$ cat src/rtl/bcd_pkg.sv
// Shared definitions for the sequential binary-to-BCD converter.
//   DECLEN_DEF / BINLEN_DEF / STEP_DEF : default digit count, input width, layers per cycle
//   state_e                            : controller states IDLE / BUSY / DONE
//   pow10()                            : 10**n as a 64-bit constant (n <= 19)
//   BCD_LIMIT                          : 10**DECLEN_DEF, first value that no longer fits
//   dabble_adj()                       : per-digit add-3 correction applied before each shift
package bcd_pkg;

  localparam int DECLEN_DEF = 9;
  localparam int BINLEN_DEF = 30;
  localparam int STEP_DEF   = 1;

  typedef enum logic [1:0] {
    IDLE = 2'd0,
    BUSY = 2'd1,
    DONE = 2'd2
  } state_e;

  function automatic logic [63:0] pow10(input int n);
    logic [63:0] r;
    r = 64'd1;
    for (int i = 0; i < n; i++) begin
      r = r * 64'd10;
    end
    return r;
  endfunction

  localparam logic [63:0] BCD_LIMIT = pow10(DECLEN_DEF);

  // A digit of 5..9 would become 10..18 after doubling; adding 3 first makes the
  // doubled value carry into the next nibble exactly when it reaches 10.
  function automatic logic [3:0] dabble_adj(input logic [3:0] nib);
    return (nib >= 4'd5) ? nib + 4'd3 : nib;
  endfunction

endpackage

$ cat src/rtl/bin2bcd_seq_if.sv
// Handshake bundle between a binary producer/result consumer and bin2bcd_seq.
//   in_valid / in_ready   : operand handshake, BIN carries the unsigned operand
//   out_valid / out_ready : result handshake, BCD (digit 0 in [3:0]) and ovf carry the result
//   busy                  : converter is stepping through a conversion
// Modports: slave = converter side, master = producer/consumer side.
interface bin2bcd_seq_if
  import bcd_pkg::*;
#(
  parameter int BINLEN = BINLEN_DEF,
  parameter int DECLEN = DECLEN_DEF
)
();

  logic                  in_valid;
  logic                  in_ready;
  logic [BINLEN-1:0]     BIN;
  logic                  out_valid;
  logic                  out_ready;
  logic [DECLEN*4-1:0]   BCD;
  logic                  ovf;
  logic                  busy;

  modport slave (
    input  in_valid, BIN, out_ready,
    output in_ready, out_valid, BCD, ovf, busy
  );

  modport master (
    output in_valid, BIN, out_ready,
    input  in_ready, out_valid, BCD, ovf, busy
  );

endinterface

$ cat src/rtl/bin2bcd_dabble_slice.sv
// Combinational double-dabble slice: applies STEP layers to the BCD accumulator.
//   acc_i : current accumulator, DECLEN packed digits
//   msb_i : next STEP binary bits, msb_i[STEP-1] is consumed first
//   acc_o : accumulator after STEP add-3/shift layers
// The carry out of the top digit is dropped, so the result is taken modulo 10**DECLEN.
module bin2bcd_dabble_slice
  import bcd_pkg::*;
#(
  parameter int DECLEN = DECLEN_DEF,
  parameter int STEP   = STEP_DEF
)
(
  input  logic [DECLEN*4-1:0] acc_i,
  input  logic [STEP-1:0]     msb_i,
  output logic [DECLEN*4-1:0] acc_o
);

  localparam int DW = DECLEN * 4;

  logic [DW-1:0] stage [STEP+1];

  assign stage[0] = acc_i;

  for (genvar gi = 0; gi < STEP; gi++) begin : g_layer
    logic [DW-1:0] adj;

    for (genvar gd = 0; gd < DECLEN; gd++) begin : g_digit
      assign adj[gd*4 +: 4] = dabble_adj(stage[gi][gd*4 +: 4]);
    end

    // Shift left by one, new binary bit enters at bit 0; the cast drops the top carry.
    assign stage[gi+1] = DW'({adj, msb_i[STEP-1-gi]});
  end

  assign acc_o = stage[STEP];

endmodule

$ cat src/rtl/bin2bcd_seq.sv
// Sequential binary-to-BCD converter, STEP dabble layers per clock.
//   clk   : clock, rising edge
//   rst_n : asynchronous active-low reset
//   bus   : bin2bcd_seq_if.slave -- operand in (in_valid/in_ready/BIN),
//           result out (out_valid/out_ready/BCD/ovf), busy status
// A load in IDLE is followed by BINLEN/STEP cycles in BUSY, then the result is
// held in DONE until the consumer takes it.
module bin2bcd_seq
  import bcd_pkg::*;
#(
  parameter int DECLEN = DECLEN_DEF,
  parameter int BINLEN = BINLEN_DEF,
  parameter int STEP   = STEP_DEF
)
(
  input  logic          clk,
  input  logic          rst_n,
  bin2bcd_seq_if.slave  bus
);

  localparam int NSTEPS = BINLEN / STEP;
  localparam int CNTW   = (NSTEPS > 1) ? $clog2(NSTEPS) : 1;
  localparam logic [CNTW-1:0] LAST = CNTW'(NSTEPS - 1);
  localparam int DW     = DECLEN * 4;

  // Compare at a width covering both the operand and the 64-bit limit; when the
  // limit exceeds every representable operand the compare is constant 0.
  localparam int CW = ((BINLEN > 64) ? BINLEN : 64) + 1;
  localparam logic [63:0]   LIMIT   = (DECLEN == DECLEN_DEF) ? BCD_LIMIT : pow10(DECLEN);
  localparam logic [CW-1:0] LIMIT_X = CW'(LIMIT);

  if (BINLEN % STEP != 0) begin : g_step_check
    $error("bin2bcd_seq: BINLEN must be a multiple of STEP");
  end

  state_e              state_q, state_d;
  logic [CNTW-1:0]     cnt_q, cnt_d;
  logic [BINLEN-1:0]   sr_q, sr_d;
  logic [DW-1:0]       acc_q, acc_d;
  logic                ovf_q, ovf_d;

  logic [DW-1:0]       acc_step;
  logic [CW-1:0]       bin_x;
  logic                ovf_load;

  bin2bcd_dabble_slice #(
    .DECLEN (DECLEN),
    .STEP   (STEP)
  ) u_slice (
    .acc_i  (acc_q),
    .msb_i  (sr_q[BINLEN-1 -: STEP]),
    .acc_o  (acc_step)
  );

  assign bin_x    = CW'(bus.BIN);
  assign ovf_load = (bin_x >= LIMIT_X);

  always_ff @(posedge clk or negedge rst_n) begin
    if (!rst_n) begin
      state_q <= IDLE;
      cnt_q   <= '0;
      sr_q    <= '0;
      acc_q   <= '0;
      ovf_q   <= 1'b0;
    end else begin
      state_q <= state_d;
      cnt_q   <= cnt_d;
      sr_q    <= sr_d;
      acc_q   <= acc_d;
      ovf_q   <= ovf_d;
    end
  end

  always_comb begin
    state_d = state_q;
    cnt_d   = cnt_q;
    sr_d    = sr_q;
    acc_d   = acc_q;
    ovf_d   = ovf_q;

    unique case (state_q)
      IDLE: begin
        if (bus.in_valid) begin
          sr_d    = bus.BIN;
          acc_d   = '0;
          ovf_d   = ovf_load;
          cnt_d   = '0;
          state_d = BUSY;
        end
      end
      BUSY: begin
        acc_d = acc_step;
        sr_d  = sr_q << STEP;
        if (cnt_q == LAST) begin
          cnt_d   = '0;
          state_d = DONE;
        end else begin
          cnt_d = cnt_q + CNTW'(1);
        end
      end
      DONE: begin
        if (bus.out_ready) begin
          state_d = IDLE;
        end
      end
      default: begin
        state_d = IDLE;
      end
    endcase
  end

  // Handshake outputs decode directly from the state register.
  assign bus.in_ready  = (state_q == IDLE);
  assign bus.busy      = (state_q == BUSY);
  assign bus.out_valid = (state_q == DONE);
  assign bus.BCD       = acc_q;
  assign bus.ovf       = ovf_q;

endmodule

$ cat src/flat_wrapper.sv
// flat-port wrapper written by rule: the top's interface ports become plain ports
module bin2bcd_seq_flat import bcd_pkg::*;
#(
  parameter int DECLEN = DECLEN_DEF,
  parameter int BINLEN = BINLEN_DEF,
  parameter int STEP   = STEP_DEF
)
  (clk, rst_n, bus_in_valid, bus_BIN, bus_out_ready, bus_in_ready, bus_out_valid, bus_BCD, bus_ovf, bus_busy);
  bin2bcd_seq_if #(.BINLEN(BINLEN), .DECLEN(DECLEN)) bus_i ();
  input  logic clk;
  input  logic rst_n;
  input wire logic [$bits(bus_i.in_valid)-1:0] bus_in_valid;
  input wire logic [$bits(bus_i.BIN)-1:0] bus_BIN;
  input wire logic [$bits(bus_i.out_ready)-1:0] bus_out_ready;
  output wire logic [$bits(bus_i.in_ready)-1:0] bus_in_ready;
  output wire logic [$bits(bus_i.out_valid)-1:0] bus_out_valid;
  output wire logic [$bits(bus_i.BCD)-1:0] bus_BCD;
  output wire logic [$bits(bus_i.ovf)-1:0] bus_ovf;
  output wire logic [$bits(bus_i.busy)-1:0] bus_busy;
  assign bus_i.in_valid = bus_in_valid;
  assign bus_i.BIN = bus_BIN;
  assign bus_i.out_ready = bus_out_ready;
  assign bus_in_ready = bus_i.in_ready;
  assign bus_out_valid = bus_i.out_valid;
  assign bus_BCD = bus_i.BCD;
  assign bus_ovf = bus_i.ovf;
  assign bus_busy = bus_i.busy;
  bin2bcd_seq #(.DECLEN(DECLEN), .BINLEN(BINLEN), .STEP(STEP)) u_core (.clk(clk), .rst_n(rst_n), .bus(bus_i));
endmodule
$ cat config.mk
export PLATFORM = sky130hd
export DESIGN_NAME = bin2bcd_seq_flat
export DESIGN_NICKNAME = d
export VERILOG_FILES = /design/src/rtl/bcd_pkg.sv /design/src/rtl/bin2bcd_seq_if.sv /design/src/rtl/bin2bcd_dabble_slice.sv /design/src/rtl/bin2bcd_seq.sv /design/src/flat_wrapper.sv
export SDC_FILE = /design/constraint.sdc
export NUM_CORES = 1
export LEC_CHECK = 0
export ABC_CLOCK_PERIOD_IN_PS = 1800
export BUFFER_PORTS_ARGS = -buffer_cell sky130_fd_sc_hd__buf_2
export CAP_MARGIN = 25
export CELL_PAD_IN_SITES_DETAIL_PLACEMENT = 1
export CELL_PAD_IN_SITES_GLOBAL_PLACEMENT = 2
export CORE_MARGIN = 2
export CORE_UTILIZATION = 26
export DETAILED_ROUTE_END_ITERATION = 12
export GPL_ROUTABILITY_DRIVEN = 0
export PLACE_DENSITY = 0.64
export SLEW_MARGIN = 20
export SYNTH_ARGS = -nofsm -noshare
export SYNTH_HDL_FRONTEND = slang
export SYNTH_HIERARCHICAL = 1
export SYNTH_SLANG_ARGS = --single-unit
export TNS_END_PERCENT = 50
$ cat constraint.sdc
create_clock -name clk -period 1.8 [get_ports clk]
set_input_delay 0.36 -clock clk [delete_from_list [all_inputs] [get_ports clk]]
set_output_delay 0.36 -clock clk [all_outputs]
set_load 0.05 [all_outputs]
==> reports/results.ini <==
[timing]
setup_viol = 0
tightest_slew_ns = 0.394
skew_ns = 0.00525
relSlewSlack = 0.737
slew_violations = 0
fmax_ghz = 0.586
rsz0062_at_grt = false
fin_tns_setup_ns = 0
holdWs_ns = 0.214
fin_crit_sh = 0.949
finalCriticalPeriod_ns = 1.71
hold_violations = 0

[final_layout]
seqCellArea_um2 = 1850
nFillCells = 1907
nets = 633
final_cell_area_um2 = 5030
multi_input_comb_area_um2 = 2060
drive_gt1_frac = 0.185
antennaDiodeCount = 0
area_delta_synth_final_pct = 22.4

[power_and_ir_drop]
p_int_mw = 5.42
switchingPower_mw = 5.44
ir_drop_mv = 0.711
combPwrFrac = 0.540
p_leak_nw = 2.52
swShare = 0.501
p_clk_frac = 0.160
powerDensity_nw_per_um2 = 2160
power_frac_seq = 0.300

[clock_tree]
clk_pin_slew_ns = 0.06
clkLatencyLatePin_ns = 0.34
cts_num_sinks = 74
cts_max_path_buffers = 2
clock_tree.root_cell = clkbuf_16
numCtsBuffers = 9
htree_levels = 3
cts_tree = yes

[worst_setup_path]
start_kind = flip-flop
worstSetupPathType = flip-flop to output port
cp.arrival_ns = 1.35
reg2reg_to = u_core/sr_q[3]$_DFFE_PN0P_
critPathCaptureType = output port
rrSetupSlack_ns = 0.18
cp_max_fo = 4
rr_startpoint = u_core/state_q[0]$_DFFE_PN0P_
crit_end = bus_busy
required_ns = 1.44
crit_start = u_core/state_q[1]$_DFFE_PN0P_
reg2reg_depth = 4

[global_route]
grt_pass1_wl_um = 19100
grt.overflow.total = 0
track_usage = 0.143
grt_max_degree = 75
grt_pass1_vias = 3944
antenna_found_initial = 0

[yosys]
syn_nets = 567
seq_area_frac_synth = 0.450
avgSynthCellArea_um2 = 8.01
yosys_most_used_dff = dfrtp_1
syn_area_um2 = 4110
syn_inst = 513
ys_ff_latch = 74
synth_warnings = 6
synth_edf_count = 0
yosys.cell_types.count = 31
async_flop_share = 1.00

[die]
start_util = 0.268
fp.dieW_um = 130
die_h_um = 130
io_pins = 74
std_cell_rows = 45
die-area_um2 = 16800
core_region_area_um2 = 15300

[status]
outcome = finished clean

[placement]
port_buffers = 73
placed_area_um2 = 4740
dp_hpwl_um = 7500

[drt]
routedWlPerCell_um = 13.7
wirelength_um = 10900
viasPerCell = 4.65
dr.first_iter.drc_count = 108
drcViolationCount = 0
vias = 3697
drtPass1Iterations = 4
ant_nets = 0

[hold_path]
min_path_type = input port to flip-flop

[run]
drv_cap = 0

kinds of logic after synthesis:
group           synth area share
compound gates             0.100
simple gates               0.292
xor+xnor                  0.0234
fa+ha+maj                 0.0609
buf+inv                   0.0508
flops                      0.450
mux                       0.0219
state kept, by name (all words and copies together) (netlist names):
register,cells
u_core/bus.BCD,36
u_core/bus.ovf,1
u_core/cnt_q,5
u_core/sr_q,30
u_core/state_q,2
worst min-delay path by stage:
| stage | cells past startpoint | end | from |
|---|---|---|---|
| after floorplan | 0 | u_core/bus.BCD[0]$_DFFE_PN0P_ | rst_n |
| after global placement | 1 | u_core/bus.BCD[12]$_DFFE_PN0P_ | rst_n |
| after detailed placement | 1 | u_core/bus.BCD[11]$_DFFE_PN0P_ | rst_n |
| after CTS | 3 | u_core/sr_q[0]$_DFFE_PN0P_ | bus_BIN[0] |
| after global routing | 3 | u_core/sr_q[0]$_DFFE_PN0P_ | bus_BIN[0] |
| final | 3 | u_core/sr_q[0]$_DFFE_PN0P_ | bus_BIN[0] |
metrics by stage:
step,utilization,std cells,power (mW),setup WS [ns]
floorplan,-,513,7.73,0.113
CTS,0.329,795,11.1,0.0453
global placement,0.309,778,9.06,0.213
global route,0.329,795,11.9,0.0270
finish,0.329,795,10.9,0.0926
detailed placement,0.309,778,9.28,0.193
layout by cell type (no fill, tap or decap), types with 3 or more instances in the layout:
cell       Yosys  layout
nor2_1        42      41
buf_2         14      72
nand3_1       45      45
clkbuf_16      0       9
xnor2_1        9       9
inv_1         20      20
clkbuf_8       0       3
nand2b_1      19      18
o21ai_0       14      14
a31oi_1       29      29
nand2_1      171     171
a21oi_2        9       9
buf_12         0       4
ha_1          20      20
o21ai_1        8       8
buf_4          1       6
mux2i_1        9       9
dfrtp_1       74      74
cell usage after synthesis, types with 9 or more instances:
cell type,count,area share
a31oi_1,29,0.044
xnor2_1,9,0.019
mux2i_1,9,0.022
o21ai_0,14,0.017
dfrtp_1,74,0.45
inv_1,20,0.018
a21oi_2,9,0.019
nor2_1,42,0.038
ha_1,20,0.061
nand3_1,45,0.055
buf_2,14,0.017
nand2b_1,19,0.029
nand2_1,171,0.16
power groups by stage:
stage	Sequential, mW	Combinational, mW	Clock (mW)
global placement	3.27	5.79	0
global route	3.41	6.65	1.87
CTS	3.28	5.99	1.82
floorplan	4.38	3.35	0
finish	3.26	5.86	1.74
detailed placement	3.29	5.99	0
repair_timing:
action | 4_1_cts | 5_1_grt
setup buffers | 0 | 0
hold buffers | 1 | 0
hold endpoints to repair | 24 | 0
gates resized for setup | 0 | 0
layout make-up:
class | instances | share of cell area
sequential | 74 | 0.368
timing repair buffer | 83 | 0.0985
clock buffer | 14 | 0.0545
tap | 211 | 0.0525
inverter | 20 | 0.0149
clock inverter | 2 | 0.00199
multi-input combinational | 391 | 0.410
critical path, stage by stage, from the launching register on:
cell,delay (ns)
dfrtp_1,0.40
nand2b_4,0.17
inv_1,0.14
buf_2,0.29
layer usage:
layer  routed length (um)  GRT usage  vias to the layer above
li1                     -          -                     1811
met1                 5100      0.173                     1817
met2                 5270      0.248                       62
met3                  417     0.0369                        7
met4                  138     0.0436                        0
met5                    0          0                        -
No activity file was read; power rests on OpenSTA's default activity.
